[src/rtl/string_hw_loader.sv]
// Avalon-MM staging slave for the string accelerator. It loads the A/B operands,
// runs the go/done handshake with a timeout, and exposes the result and status words.
module string_hw_loader #(
    parameter int MAX_BLOCKS = 2,
    parameter int ADDR_W     = 4,
    parameter int TIMEOUT    = 1024
) (
    input  logic                           clk,
    input  logic                           reset,
    input  logic [ADDR_W-1:0]              address,
    input  logic                           chipselect,
    input  logic                           write,
    input  logic [31:0]                    writedata,
    input  logic                           read,
    output logic [31:0]                    readdata,
    output logic                           go,
    output logic [3:0]                     index,
    output logic [0:4*MAX_BLOCKS-1][7:0]   A,
    output logic [0:4*MAX_BLOCKS-1][7:0]   B,
    input  logic                           done,
    input  logic [0:4*MAX_BLOCKS-1][7:0]   Result
);
    localparam int M     = MAX_BLOCKS;
    localparam int N     = 4 * MAX_BLOCKS;
    localparam int CNT_W = $clog2(TIMEOUT + 1);
    localparam logic [ADDR_W-1:0] CTRL_ADDR = ADDR_W'(2 * M);
    localparam logic [ADDR_W-1:0] STAT_ADDR = ADDR_W'(2 * M + 1);

    typedef enum logic [1:0] {
        IDLE  = 2'd0,
        RUN   = 2'd1,
        DRAIN = 2'd2
    } state_t;

    state_t             state_q, state_d;
    logic [0:N-1][7:0]  a_q, a_d;
    logic [0:N-1][7:0]  b_q, b_d;
    logic [0:N-1][7:0]  res_q, res_d;
    logic [3:0]         index_q, index_d;
    logic               done_flag_q, done_flag_d;
    logic               timeout_flag_q, timeout_flag_d;
    logic [CNT_W-1:0]   cnt_q, cnt_d;
    logic [31:0]        readdata_q, readdata_d;

    logic [31:0]        a_word   [M];
    logic [31:0]        b_word   [M];
    logic [31:0]        res_word [M];
    logic               busy;
    logic               wr_idle;
    logic               rd_en;

    // Big-endian word views: the lowest-numbered character sits in bits [31:24].
    genvar gi;
    generate
        for (gi = 0; gi < M; gi++) begin : g_word
            assign a_word[gi]   = {a_q[4*gi], a_q[4*gi+1], a_q[4*gi+2], a_q[4*gi+3]};
            assign b_word[gi]   = {b_q[4*gi], b_q[4*gi+1], b_q[4*gi+2], b_q[4*gi+3]};
            assign res_word[gi] = {res_q[4*gi], res_q[4*gi+1], res_q[4*gi+2], res_q[4*gi+3]};
        end
    endgenerate

    assign busy    = (state_q != IDLE);
    assign wr_idle = chipselect && write && !busy;
    assign rd_en   = chipselect && read;

    always_comb begin
        state_d        = state_q;
        a_d            = a_q;
        b_d            = b_q;
        res_d          = res_q;
        index_d        = index_q;
        done_flag_d    = done_flag_q;
        timeout_flag_d = timeout_flag_q;
        cnt_d          = cnt_q;
        readdata_d     = readdata_q;

        if (wr_idle) begin
            for (int k = 0; k < M; k++) begin
                for (int c = 0; c < 4; c++) begin
                    if (address == ADDR_W'(k))
                        a_d[4*k+c] = writedata[31-8*c -: 8];
                    if (address == ADDR_W'(M + k))
                        b_d[4*k+c] = writedata[31-8*c -: 8];
                end
            end
            if (address == CTRL_ADDR) begin
                index_d = writedata[4:1];
                if (writedata[0]) begin
                    state_d        = RUN;
                    done_flag_d    = 1'b0;
                    timeout_flag_d = 1'b0;
                    cnt_d          = '0;
                end
            end
        end

        case (state_q)
            RUN: begin
                // done takes priority over an expiring counter on the same edge
                if (done) begin
                    res_d       = Result;
                    done_flag_d = 1'b1;
                    state_d     = DRAIN;
                end else if (cnt_q == CNT_W'(TIMEOUT - 1)) begin
                    timeout_flag_d = 1'b1;
                    state_d        = DRAIN;
                end else begin
                    cnt_d = cnt_q + CNT_W'(1);
                end
            end
            DRAIN: begin
                if (!done)
                    state_d = IDLE;
            end
            default: ;
        endcase

        if (rd_en) begin
            readdata_d = '0;
            for (int k = 0; k < M; k++) begin
                if (address == ADDR_W'(k))
                    readdata_d = a_word[k];
                if (address == ADDR_W'(M + k))
                    readdata_d = b_word[k];
                if (address == ADDR_W'(2 * M + 2 + k))
                    readdata_d = res_word[k];
            end
            if (address == CTRL_ADDR)
                readdata_d = {27'b0, index_q, 1'b0};
            if (address == STAT_ADDR)
                readdata_d = {29'b0, timeout_flag_q, done_flag_q, busy};
        end
    end

    always_ff @(posedge clk) begin
        if (!reset) begin
            state_q        <= IDLE;
            a_q            <= '0;
            b_q            <= '0;
            res_q          <= '0;
            index_q        <= '0;
            done_flag_q    <= 1'b0;
            timeout_flag_q <= 1'b0;
            cnt_q          <= '0;
            readdata_q     <= '0;
        end else begin
            state_q        <= state_d;
            a_q            <= a_d;
            b_q            <= b_d;
            res_q          <= res_d;
            index_q        <= index_d;
            done_flag_q    <= done_flag_d;
            timeout_flag_q <= timeout_flag_d;
            cnt_q          <= cnt_d;
            readdata_q     <= readdata_d;
        end
    end

    assign readdata = readdata_q;
    assign go       = (state_q == RUN);
    assign index    = index_q;
    assign A        = a_q;
    assign B        = b_q;

endmodule

[config.mk]
export PLATFORM = sky130hd
export DESIGN_NAME = string_hw_loader
export DESIGN_NICKNAME = d
export VERILOG_FILES = /design/src/rtl/string_hw_loader.sv
export SDC_FILE = /design/constraint.sdc
export NUM_CORES = 1
export LEC_CHECK = 0
export CAP_MARGIN = 20
export CORE_UTILIZATION = 53
export DETAILED_ROUTE_END_ITERATION = 8
export GPL_TIMING_DRIVEN = 0
export PLACE_DENSITY = 0.95
export SYNTH_ARGS = -nofsm -noshare
export SYNTH_HDL_FRONTEND = slang
export SYNTH_SLANG_ARGS = --single-unit
export TNS_END_PERCENT = 10
[constraint.sdc]
create_clock -name clk -period 3 [get_ports clk]
set_input_delay 0.3 -clock clk [delete_from_list [all_inputs] [get_ports clk]]
set_output_delay 0.3 -clock clk [all_outputs]
set_load 0.01 [all_outputs]
==> flow_summary.ini <==
[clock_tree]
clk_path_buf_depth = 3
cts_tree = done
htree_levels = 1
clock_sinks = 243
cts_hold_buffers = 0
post_cts_resized = 0
postCtsSetupRepairBufs = 0
cts_root_buf = clkbuf_16
cts_made_buffers = 25
clkTransAtPathRegs_ns = 0.06
clock_latency_ns = 0.52

[synthesis]
ys_types = 53
syn_inst = 1317
synth_edf_count = 0
postSynth.asyncResetShare = 0
ys_warn_count = 0
ys_seq_area_frac = 0.476
syn_nets = 1427
syn_area_per_cell_um2 = 7.77
yosys.area.top_type = dfxtp_1
syn-cell-area_um2 = 10200
synth.area.top_cells = dfxtp_1 (48%), nand2_1 (16%), a21oi_1 (11%)
synth_top_flop_cell = dfxtp_1
synth.ff_latch_count = 243
yosysTopAreaCellShare = 0.476

[drt]
drt_iter0_markers = 1596
routedWlPerCell_um = 22.1
met3_length_mm = 6.03
wirelength_mm = 41.7
drtPass1Iterations = 7
vias_per_cell = 6.30
maxUsedRoutingLayer = met5
drcViolationCount = 0
met2_length_mm = 18.3
m1WireLength_mm = 14.0
drtAntennaViolNets = 0
num_vias = 11900

[final_layout]
area_growth_pct = 37.4
design_area_um2 = 14100
insertedDiodeCount = 0
nets = 1721
layout-drive-gt1-share = 0.0713

[global_route]
grt_pass1_wl_mm = 62.2
grt_pass1_vias = 11400
grt_util_all_layers = 0.407
antenna_found_initial = 1
grt_max_degree = 14
grt_overflow_total = 0

[critical_path]
cpLargestDelayFamily = buffers and inverters
start_kind = flop
path_buf_inv = 2
arrival_ns = 2.86
critPathMaxStageDelay_ns = 0.72
worstPathMaxFanout = 10
crit_slowest_cell = clkbuf_1
crit_chain = inv_1 > ha_1 > nand2_1 > clkbuf_1 > nand2_1 > a21oi_1
cp_common_cell = nand2_1
required_ns = 3.44
critPathCaptureType = flop
worstSetupPathType = reg2reg

[sta]
maxSlewHeadroom = 0.409
period_share = 0.807
min_period_ns = 2.42
hold_violations = 0
finalSetupViolations = 0
worst_slew_pin_slew_ns = 0.887
fin_skew_ns = 0.0111
fmax_mhz = 413
rsz0062_at_grt = no
slew_violations = 0
tns_ns = 0

[job]
cap_violations = 0

[floorplanning]
chipWidth_um = 141
initial_core_util = 0.543
die_h_um = 141
row_count = 50
num_io_pins = 271
dieArea_um2 = 19900
core_um2 = 18800

[power_and_ir_drop]
peakVddDrop_uv = 469
p_leak_nw = 4.69
cellPowerDensity_nw_per_um2 = 501

[placed_design]
gp_congestion = 0.971
dpl_cell_area_um2 = 13200
dp_hpwl_mm = 29.0
io_buffers = 267

[worst_hold_path]
hp-class = in2reg

[run_status]
outcome = completed
-- kinds of logic (layout without fill, tap and decap cells) --
kind of cell,after synthesis,count (layout),share of synthesized area
AND/OR/NAND/NOR,511,511,0.205
buffers and inverters,109,420,0.0473
flip-flops,243,243,0.476
multiplexers,37,37,0.0398
AO/OA/AOI/OAI,413,413,0.228
adder cells (fa/ha/maj),4,4,0.00489
-- state kept, by name, summed over array words and instances, names as in the netlist --
name / flops
index: 4
res_q: 64
B: 64
state_q: 2
timeout_flag_q: 1
cnt_q: 11
A: 64
done_flag_q: 1
readdata: 32
-- layout by cell type (no fill, tap or decap), types with 28 or more instances in the layout --
cell / count
mux2_2: 28
a22oi_1: 32
nand2_1: 431
clkdlybuf4s50_1: 267
o21a_1: 28
clkbuf_1: 58
o21ai_0: 71
a21oi_1: 228
dfxtp_1: 243
buf_2: 33
-- layer usage --
| layer | up-vias | global-route usage |
|---|---|---|
| li1 | 5072 | - |
| met1 | 5448 | 0.471 |
| met2 | 1082 | 0.646 |
| met3 | 292 | 0.119 |
| met4 | 2 | 0.292 |
| met5 | - | 0 |
-- power by group --
| part | total (mW) | switching [mW] | internal [mW] |
|---|---|---|---|
| Clock | 3.22 | 1.32 | 1.91 |
| Sequential | 3.27 | 0.0196 | 3.25 |
| Combinational | 0.552 | 0.319 | 0.232 |
-- cell usage after synthesis, types with 2 or more instances --
cell type  number
dfxtp_1       243
or3_1           6
and3_1          3
o211ai_1        3
buf_4           9
buf_2          33
nand4_1         3
o32ai_1         2
o31ai_1         2
nand3_1        17
inv_1           6
o21ai_0        71
ha_1            4
mux2i_1         8
nor2_1         16
nor3_1          3
o311a_1         2
a32o_1          2
a211oi_1        3
o21ai_1        20
a31oi_1         7
nand4_2         2
mux2_2         28
nand2_1       431
a22oi_1        32
buf_1           9
and4_1          3
nor2_2          3
and2_1          6
a21oi_1       228
nor2b_1         4
o21a_1         28
a2bb2oi_1       2
nand2b_1        8
clkbuf_1       52
-- worst register-to-register path: stages (launching register included) --
cell and delay (ns):
dfxtp_1 0.36, inv_1 0.08, ha_1 0.29, nand2_1 0.52, clkbuf_1 0.73, nand2_1 0.16, a21oi_1 0.21
-- final timing paths --
path,depth (start not counted),start,slack (ns),endpoint
min reg2reg,2,res_q[6],0.45,res_q[6]
max,6,state_q[1],0.58,res_q[37]
min,3,reset,0.12,cnt_q[10]
max reg2reg,6,state_q[1],0.58,res_q[37]
-- metrics by stage --
step	setup slack, ns	hold slack [ns]	total power [mW]	util	std cells
floorplan	1.32	0.418	3.54	-	1317
global placement	0.588	0.436	3.85	0.702	1844
detailed placement	0.550	0.441	3.86	0.702	1844
CTS	0.758	0.110	6.97	0.747	1888
global route	0.538	0.128	7.16	0.747	1888
finish	0.579	0.117	7.04	0.747	1888
-- cell type report --
cell class                 count  area, µm²
buffer                       103        462
clock buffer                  36        717
clock inverter                 8        115
fill                        1280       4770
inverter                       6       22.5
multi-input combinational    965       4880
sequential                   243       4860
tap                          260        325
timing repair buffer         267       2670
Power figures use the tool's default switching activity.
